## config.mk

```make
export PLATFORM = sky130hd
export DESIGN_NAME = usart_tx_buffer_flat
export DESIGN_NICKNAME = d
export VERILOG_FILES = /design/src/rtl/usart_tx_buffer_if.sv /design/src/rtl/usart_tx_buffer.sv /design/src/flat_wrapper.sv
export SDC_FILE = /design/constraint.sdc
export NUM_CORES = 1
export LEC_CHECK = 0
export CAP_MARGIN = 10
export CELL_PAD_IN_SITES_DETAIL_PLACEMENT = 0
export CELL_PAD_IN_SITES_GLOBAL_PLACEMENT = 1
export CORE_MARGIN = 2
export CORE_UTILIZATION = 34
export CTS_CLUSTER_DIAMETER = 80
export DETAILED_ROUTE_END_ITERATION = 7
export GPL_ROUTABILITY_DRIVEN = 1
export PLACE_DENSITY = 0.8
export SYNTH_ARGS = -nofsm -noshare
export SYNTH_HDL_FRONTEND = slang
export SYNTH_SLANG_ARGS = --single-unit
```

## constraint.sdc

```tcl
create_clock -name i_clk -period 2.4 [get_ports i_clk]
set_input_delay 0.36 -clock i_clk [delete_from_list [all_inputs] [get_ports i_clk]]
set_output_delay 0.36 -clock i_clk [all_outputs]
set_load 0.01 [all_outputs]
```

## src/rtl/usart_tx_buffer_if.sv

```systemverilog
// MCU-side and shift-register-side signals of the USART transmit buffer.
// The master drives the inputs and the slave (the buffer) returns the status and frame outputs.
interface usart_tx_buffer_if #(
   parameter int DATA_WIDTH = 8
);
   logic                  i_mcu_write;
   logic [DATA_WIDTH-1:0] i_udr_data;
   logic                  i_txb8;
   logic                  i_tx_enable;
   logic                  i_shift_ready;
   logic                  i_shift_done;
   logic                  i_txc_clear;
   logic [DATA_WIDTH:0]   o_shift_data;
   logic                  o_shift_load;
   logic                  o_udre;
   logic                  o_txc;
   logic                  o_write_collision;

   modport master (
      output i_mcu_write, i_udr_data, i_txb8, i_tx_enable,
      output i_shift_ready, i_shift_done, i_txc_clear,
      input  o_shift_data, o_shift_load, o_udre, o_txc, o_write_collision
   );

   modport slave (
      input  i_mcu_write, i_udr_data, i_txb8, i_tx_enable,
      input  i_shift_ready, i_shift_done, i_txc_clear,
      output o_shift_data, o_shift_load, o_udre, o_txc, o_write_collision
   );
endinterface

```

## src/rtl/usart_tx_buffer.sv

```systemverilog
// USART transmit buffer: a single UDR holding register feeding the shift register.
// It also produces the UDRE, TXC and write-collision status flags.
module usart_tx_buffer #(
   parameter int DATA_WIDTH = 8
) (
   input  logic              i_clk,
   input  logic              i_rst_n,
   usart_tx_buffer_if.slave  bus
);
   localparam int FRAME_W = DATA_WIDTH + 1;

   typedef enum logic [1:0] {
      IDLE = 2'd0,
      LOAD = 2'd1,
      BUSY = 2'd2
   } state_t;

   state_t               state, state_nxt;
   logic [FRAME_W-1:0]   hold_data;
   logic [FRAME_W-1:0]   shift_data;
   logic                 udre;
   logic                 txc;
   logic                 collision;

   logic                 write_acc;
   logic                 write_rej;
   logic                 start;
   logic                 txc_set;

   // udre doubles as the "holding register empty" marker
   assign write_acc = bus.i_mcu_write &  udre;
   assign write_rej = bus.i_mcu_write & ~udre;

   always_comb begin
      state_nxt = state;
      start     = 1'b0;
      txc_set   = 1'b0;
      case (state)
         IDLE: begin
            if (!udre && bus.i_tx_enable && bus.i_shift_ready) begin
               state_nxt = LOAD;
               start     = 1'b1;
            end
         end
         LOAD: begin
            state_nxt = BUSY;
         end
         BUSY: begin
            if (bus.i_shift_done) begin
               state_nxt = IDLE;
               // TXC only when nothing is queued behind the finished frame
               txc_set   = udre & ~bus.i_mcu_write;
            end
         end
         default: begin
            state_nxt = IDLE;
         end
      endcase
   end

   always_ff @(posedge i_clk) begin
      if (!i_rst_n) begin
         state <= IDLE;
      end else begin
         state <= state_nxt;
      end
   end

   // Holding register and hand-off to the shift register
   always_ff @(posedge i_clk) begin
      if (!i_rst_n) begin
         hold_data  <= '0;
         shift_data <= '0;
         udre       <= 1'b1;
      end else begin
         if (write_acc) begin
            hold_data <= {bus.i_txb8, bus.i_udr_data};
            udre      <= 1'b0;
         end else if (start) begin
            shift_data <= hold_data;
            udre       <= 1'b1;
         end
      end
   end

   // Status flags
   always_ff @(posedge i_clk) begin
      if (!i_rst_n) begin
         txc       <= 1'b0;
         collision <= 1'b0;
      end else begin
         if (txc_set) begin
            txc <= 1'b1;
         end else if (bus.i_txc_clear) begin
            txc <= 1'b0;
         end

         if (write_acc) begin
            collision <= 1'b0;
         end else if (write_rej) begin
            collision <= 1'b1;
         end
      end
   end

   assign bus.o_shift_data      = shift_data;
   assign bus.o_shift_load      = (state == LOAD);
   assign bus.o_udre            = udre;
   assign bus.o_txc             = txc;
   assign bus.o_write_collision = collision;

endmodule
```

## src/flat_wrapper.sv

```systemverilog
// flat-port wrapper written by rule: the top's interface ports become plain ports
module usart_tx_buffer_flat 
#(
   parameter int DATA_WIDTH = 8
)
  (i_clk, i_rst_n, bus_i_mcu_write, bus_i_udr_data, bus_i_txb8, bus_i_tx_enable, bus_i_shift_ready, bus_i_shift_done, bus_i_txc_clear, bus_o_shift_data, bus_o_shift_load, bus_o_udre, bus_o_txc, bus_o_write_collision);
  usart_tx_buffer_if #(.DATA_WIDTH(DATA_WIDTH)) bus_i ();
  input  logic i_clk;
  input  logic i_rst_n;
  input wire logic [$bits(bus_i.i_mcu_write)-1:0] bus_i_mcu_write;
  input wire logic [$bits(bus_i.i_udr_data)-1:0] bus_i_udr_data;
  input wire logic [$bits(bus_i.i_txb8)-1:0] bus_i_txb8;
  input wire logic [$bits(bus_i.i_tx_enable)-1:0] bus_i_tx_enable;
  input wire logic [$bits(bus_i.i_shift_ready)-1:0] bus_i_shift_ready;
  input wire logic [$bits(bus_i.i_shift_done)-1:0] bus_i_shift_done;
  input wire logic [$bits(bus_i.i_txc_clear)-1:0] bus_i_txc_clear;
  output wire logic [$bits(bus_i.o_shift_data)-1:0] bus_o_shift_data;
  output wire logic [$bits(bus_i.o_shift_load)-1:0] bus_o_shift_load;
  output wire logic [$bits(bus_i.o_udre)-1:0] bus_o_udre;
  output wire logic [$bits(bus_i.o_txc)-1:0] bus_o_txc;
  output wire logic [$bits(bus_i.o_write_collision)-1:0] bus_o_write_collision;
  assign bus_i.i_mcu_write = bus_i_mcu_write;
  assign bus_i.i_udr_data = bus_i_udr_data;
  assign bus_i.i_txb8 = bus_i_txb8;
  assign bus_i.i_tx_enable = bus_i_tx_enable;
  assign bus_i.i_shift_ready = bus_i_shift_ready;
  assign bus_i.i_shift_done = bus_i_shift_done;
  assign bus_i.i_txc_clear = bus_i_txc_clear;
  assign bus_o_shift_data = bus_i.o_shift_data;
  assign bus_o_shift_load = bus_i.o_shift_load;
  assign bus_o_udre = bus_i.o_udre;
  assign bus_o_txc = bus_i.o_txc;
  assign bus_o_write_collision = bus_i.o_write_collision;
  usart_tx_buffer #(.DATA_WIDTH(DATA_WIDTH)) u_core (.i_clk(i_clk), .i_rst_n(i_rst_n), .bus(bus_i));
endmodule
```

==> flow_metrics.py, run 1 <==
metrics = {
    "pwr": {
        "powerDensity_mw_per_mm2": 573,
        "ir_drop_mv": 0.261,
        "power_leakage_nw": 0.420,
    },
    "synth": {
        "synth_nets": 95,
        "synth_compound_area_share_pct": 22.2,
        "synth.most_common_cell": "dfxtp_1",
        "synth_top_flop_cell": "dfxtp_1",
        "synth-simple-area-share_pct": 18.2,
        "ys_ff_latch": 23,
        "syn-cell-area_sq_um": 812,
        "synthCells": 79,
        "ys_seq_area_share_pct": 56.7,
        "synth_area_leaders": "dfxtp_1, a22o_1, nand2_1",
        "yosysTopAreaCell": "dfxtp_1",
        "ys_warn_count": 0,
        "synth.area.mux_share_pct": 0,
        "synth.distinct_cells": 20,
        "synth_top_family_by_area": "compound AO/OA/AOI/OAI gates",
        "synth_edf_count": 0,
        "yosys.area_share.adder_pct": 0,
        "synth_top_area_share_pct": 56.7,
        "synth_top_cells_by_count": "dfxtp_1, nand2_1, a21boi_0, a22o_1",
        "synthXorXnorAreaFrac_pct": 0,
        "ys_async_sr_fraction_pct": 0,
        "avgSynthCellArea_sq_um": 10.3,
    },
    "critical_path": {
        "r2r_slack_ns": 1.10,
        "worstSetupStartpoint": "u_core.state[0]",
        "cp_top_family": "buffers and inverters",
        "r2r_start": "u_core.state[1]",
        "critPathMaxStageDelay_ns": 0.54,
        "cp_cell_sequence": "and2b_1 -> clkdlybuf4s50_1",
        "worstSetupEndpointType": "output pin",
        "cp_num_buf_inv": 1,
        "required_ns": 2.04,
        "setup.worst_path.start_class": "register",
        "critPathArrivalTime_ns": 1.50,
        "cpMaxStageDelayCell": "clkdlybuf4s50_1",
        "path_max_fanout": 5,
        "crit_type": "reg2out",
    },
    "clock_tree": {
        "cts_buffers": 3,
        "root_buffer": "clkbuf_4",
        "clockBufferDepth": 2,
        "cts_hold_buffers": 0,
        "cts_tree": "done",
        "cts.sinks": 23,
        "clk_pin_slew_ns": 0.12,
        "clk-insertion-delay-late_ns": 0.31,
        "cts_resized": 0,
        "post_cts_buffers": 0,
        "htreeDepth": 1,
    },
    "drt": {
        "post_drt_wl_per_cell_microns": 11.8,
        "num_vias": 648,
        "ant_nets": 0,
        "drc": 0,
        "drt-total-wl_mm": 1.61,
        "firstDrtPassIters": 4,
        "drt_iter0_markers": 4,
        "via_per_inst": 4.76,
    },
    "layout": {
        "area_growth_pct": 39.8,
        "multi_input_area_sq_um": 328,
        "drive_above_1_share_pct": 4.63,
        "seq_area_sq_um": 460,
        "antenna_cells": 0,
        "stdcell_count": 136,
        "fin_nets": 125,
        "fill_cells": 219,
    },
    "global_routing": {
        "track_usage_pct": 13.2,
        "grt_overflow": 0,
        "grt_pass1_wl_mm": 2.57,
        "grt_max_degree": 15,
        "grt_pass1_vias": 597,
        "antenna_found_initial": 0,
    },
    "placement": {
        "gp_congestion": 0.697,
        "io_buffers": 28,
        "dp.cells": 132,
        "place_hpwl_mm": 1.16,
    },
    "sta": {
        "fin_tns_setup_ns": 0,
        "finClkSkew_ns": 0.00374,
        "min_period_ns": 1.86,
        "fmax_mhz": 539,
        "worst_pin_slew_ns": 0.408,
        "drv_slew": 0,
        "slew_headroom_pct": 72.7,
        "rsz0062_at_grt": "no",
        "hold_viol": 0,
        "fin_crit_sh_pct": 77.3,
        "setup_viol": 0,
    },
    "floorplan": {
        "fp.dieW_microns": 52.9,
        "rows": 17,
        "start_util_pct": 36.4,
        "die_h_microns": 52.9,
        "io-pin-count": 29,
        "die_area_sq_mm": 0.00280,
        "core-area_sq_mm": 0.00223,
    },
    "min_path": {
        "hp-class": "reg2reg",
        "min_from": "u_core.hold_data[5]",
    },
    "outcome": {
        "outcome": "completed",
    },
    "flow_run": {
        "maxCapViolCount": 0,
    },
}
-- final timing paths --
kind,cells past startpoint,endpoint
worst max register to register,2,u_core.bus.o_shift_data[6]
worst min register to register,2,u_core.hold_data[5]
worst min-delay path,2,u_core.hold_data[5]
worst max-delay path,2,bus_o_shift_load
-- metrics by stage --
step	utilization [%]	power (mW)	setup slack [ns]	instance area [sq um]	hold WS, ns
floorplan	-	0.443	1.23	812	0.444
global placement	49.6	0.482	0.485	1110	0.454
detailed placement	49.6	0.483	0.482	1110	0.459
CTS	50.8	0.660	0.542	1130	0.477
global route	50.8	0.681	0.455	1130	0.495
finish	50.8	0.651	0.545	1130	0.473
-- worst min-delay path, stage by stage (launching register included) --
cell      delay (ns)
dfxtp_1         0.33
nand2_1         0.04
a21boi_0        0.06
-- sequential cells by signal, summed over array words and instances (netlist names) --
register / cells
u_core.bus.o_shift_data: 9
u_core.bus.o_txc: 1
u_core.bus.o_udre: 1
u_core.bus.o_write_collision: 1
u_core.hold_data: 9
u_core.state: 2
-- layout by cell type, fill, tap and decap left out, drive strengths merged --
cell type      instances
nand2                 20
nor4bb                 1
clkbuf                 3
nor2                   1
o21ai                  2
clkinv                 1
inv                    1
clkdlybuf4s50         28
a21oi                  1
dfxtp                 23
a22o                   9
a21boi                 9
o41a                   1
nand4b                 1
and2b                  1
nor2b                  2
nor3                   1
and2                   1
o21a                   1
nor3b                  1
-- metal layers --
layer	global-route usage, %	share of wire, %	up-vias
met3	2.54	4.5	4
met4	8.97	2.2	0
met5	0	0	-
li1	-	-	333
met1	16.0	48	293
met2	20.8	46	18
-- where the power goes --
group / total (mW) / switching (mW) / internal, mW
combinational: 0.0696 / 0.0287 / 0.0410
sequential: 0.404 / 0.00858 / 0.395
clock: 0.177 / 0.115 / 0.0623
total: 0.651 / 0.152 / 0.498
-- area by class of cell --
type / count / share of cell area (%)
inverters: 1 / 0.331
clock buffers: 3 / 1.98
flip-flops and latches: 23 / 40.6
repair buffers: 28 / 24.7
well taps: 28 / 3.09
clock inverters: 1 / 0.441
multi-input cells: 52 / 28.9
-- logic make-up after synthesis --
family          count (synthesis)
simple gates                   29
flops                          23
compound gates                 23
buf+inv                         4
No activity file was read; power rests on OpenSTA's default activity.
==> inputs of run 2 (changes only) <==
- CORE_UTILIZATION: 34 -> 31
- PLACE_DENSITY: 0.8 -> 0.74
- clock period: 2.4 -> 1.9 ns (I/O delays scaled with it)
==> run 2 against run 1 <==
Against the previous run: cell area rose by 0.77%; die area rose by 8.9%; critical path type unchanged; clock power rose by 25%; core utilization fell by 4.7 points; largest cell class unchanged; total power rose by 26%.
==> flow_metrics.py, run 2 (synthesis results as in run 1) <==
metrics = {
    "outcome": {
        "outcome": "completed",
    },
    "pwr": {
        "seqPwrFrac_pct": 62.1,
        "p_clk_share_pct": 26.9,
        "p_int_uw": 634,
        "power_uw": 821,
        "ir_drop_mv": 0.491,
        "power_leakage_nw": 0.422,
        "p_switching_uw": 187,
        "switching_share_pct": 22.8,
        "powerDensity_mw_per_mm2": 718,
        "combinationalPowerShare_pct": 10.9,
    },
    "min_path": {
        "hp-class": "reg2reg",
        "worstHoldEndpoint": "u_core.hold_data[3]",
        "min_path_cells": 2,
        "min_from": "u_core.hold_data[3]",
    },
    "sta": {
        "fmax_mhz": 563,
        "fin_crit_sh_pct": 93.5,
        "rsz0062_at_grt": "no",
        "setup_viol": 0,
        "fin_tns_setup_ns": 0,
        "min_period_ns": 1.78,
        "worst_pin_slew_ns": 0.420,
        "slew_headroom_pct": 71.9,
        "drv_slew": 0,
        "hold_viol": 0,
        "finClkSkew_ns": 0.00251,
        "hold-worst-slack_ns": 0.474,
    },
    "clock_tree": {
        "htreeDepth": 1,
        "cts_tree": "done",
        "cts_hold_buffers": 0,
        "cts_buffers": 3,
        "root_buffer": "clkbuf_4",
        "post_cts_buffers": 0,
        "clockBufferDepth": 2,
        "clk_pin_slew_ns": 0.12,
        "cts.sinks": 23,
        "cts_resized": 0,
        "clk-insertion-delay-late_ns": 0.31,
    },
    "floorplan": {
        "rows": 18,
        "core-area_sq_mm": 0.00248,
        "io-pin-count": 29,
        "die_area_sq_mm": 0.00304,
        "die_h_microns": 55.2,
        "fp.dieW_microns": 55.2,
        "start_util_pct": 32.8,
    },
    "global_routing": {
        "track_usage_pct": 13.0,
        "grt_overflow": 0,
        "grt_pass1_vias": 594,
        "grt_pass1_wl_mm": 2.63,
        "antenna_found_initial": 0,
        "grt_max_degree": 13,
    },
    "placement": {
        "gp_congestion": 0.652,
        "place_hpwl_mm": 1.24,
        "place_area_sq_mm": 0.00112,
        "io_buffers": 28,
    },
    "critical_path": {
        "required_ns": 1.62,
        "setup.worst_path.start_class": "register",
        "r2r_slack_ns": 0.58,
        "crit_type": "reg2out",
        "r2r_start": "u_core.state[0]",
        "critPathArrivalTime_ns": 1.49,
        "path_max_fanout": 5,
        "timing.rr.end": "u_core.bus.o_shift_data[6]",
        "rr_worst_depth": 2,
        "worstSetupEndpointType": "output pin",
    },
    "layout": {
        "layout_commonest_cell": "clkdlybuf4s50_1",
        "fin_nets": 126,
        "fill_cells": 258,
        "drive_above_1_share_pct": 4.59,
        "antenna_cells": 0,
        "final_area_sq_mm": 0.00114,
        "area_growth_pct": 40.8,
        "layout_common_cells": "clkdlybuf4s50_1, dfxtp_1, nand2_1",
    },
    "drt": {
        "via_per_inst": 4.83,
        "num_vias": 671,
        "ant_nets": 0,
        "drt-total-wl_mm": 1.70,
        "post_drt_wl_per_cell_microns": 12.2,
        "drt_iter0_markers": 2,
        "drc": 0,
        "firstDrtPassIters": 4,
    },
    "flow_run": {
        "maxCapViolCount": 0,
    },
}
[run 2: power by group through the flow]
stage	registers (mW)	logic (mW)	clock network, mW
after floorplan	0.521	0.0382	0
after global placement	0.521	0.0901	0
after detailed placement	0.521	0.0913	0
after CTS	0.510	0.0918	0.233
after global routing	0.513	0.0999	0.253
final	0.510	0.0898	0.221
[run 2: final cells by class]
class	count	area (sq um)	area share [%]
Sequential cell	23	460	40.3
Tap cell	30	37.5	3.28
Inverter	1	3.75	0.328
Clock buffer	4	26.3	2.30
Multi-Input combinational cell	52	328	28.7
Timing Repair Buffer	29	288	25.2
[run 2: critical path, cell delays in order, from the launching register on]
cell and delay, ns:
dfxtp_1 0.46, and2b_1 0.18, clkdlybuf4s50_1 0.53
[run 2: worst max-delay path by stage]
| stage | depth (start not counted) | endpoint | slack, ns | from |
|---|---|---|---|---|
| after floorplan | 3 | u_core.bus.o_shift_data[0] | 0.73 | u_core.state[1] |
| after global placement | 4 | u_core.bus.o_shift_data[6] | 0.23 | i_rst_n |
| after detailed placement | 4 | u_core.bus.o_shift_data[8] | 0.19 | i_rst_n |
| after CTS | 2 | bus_o_shift_load | 0.11 | u_core.state[0] |
| after global routing | 2 | bus_o_shift_load | 0.02 | u_core.state[0] |
| final | 2 | bus_o_shift_load | 0.12 | u_core.state[0] |
[run 2: per-stage QoR]
stage	utilization (%)	setup slack, ns	cells
2_1_floorplan	-	0.730	79
3_3_place_gp	45.1	0.226	135
3_5_place_dp	45.1	0.190	135
4_1_cts	46.2	0.110	139
5_1_grt	46.2	0.0226	139
6_report	46.2	0.123	139
[run 2: routing by layer]
layer  vias to the layer above  global-route usage [%]  share of wire, %
met5                         -                       0                 0
li1                        335                       -                 -
met3                         4                    4.84               5.4
met4                         0                    8.54               2.5
met2                        19                    20.8                49
met1                       313                    14.5                43
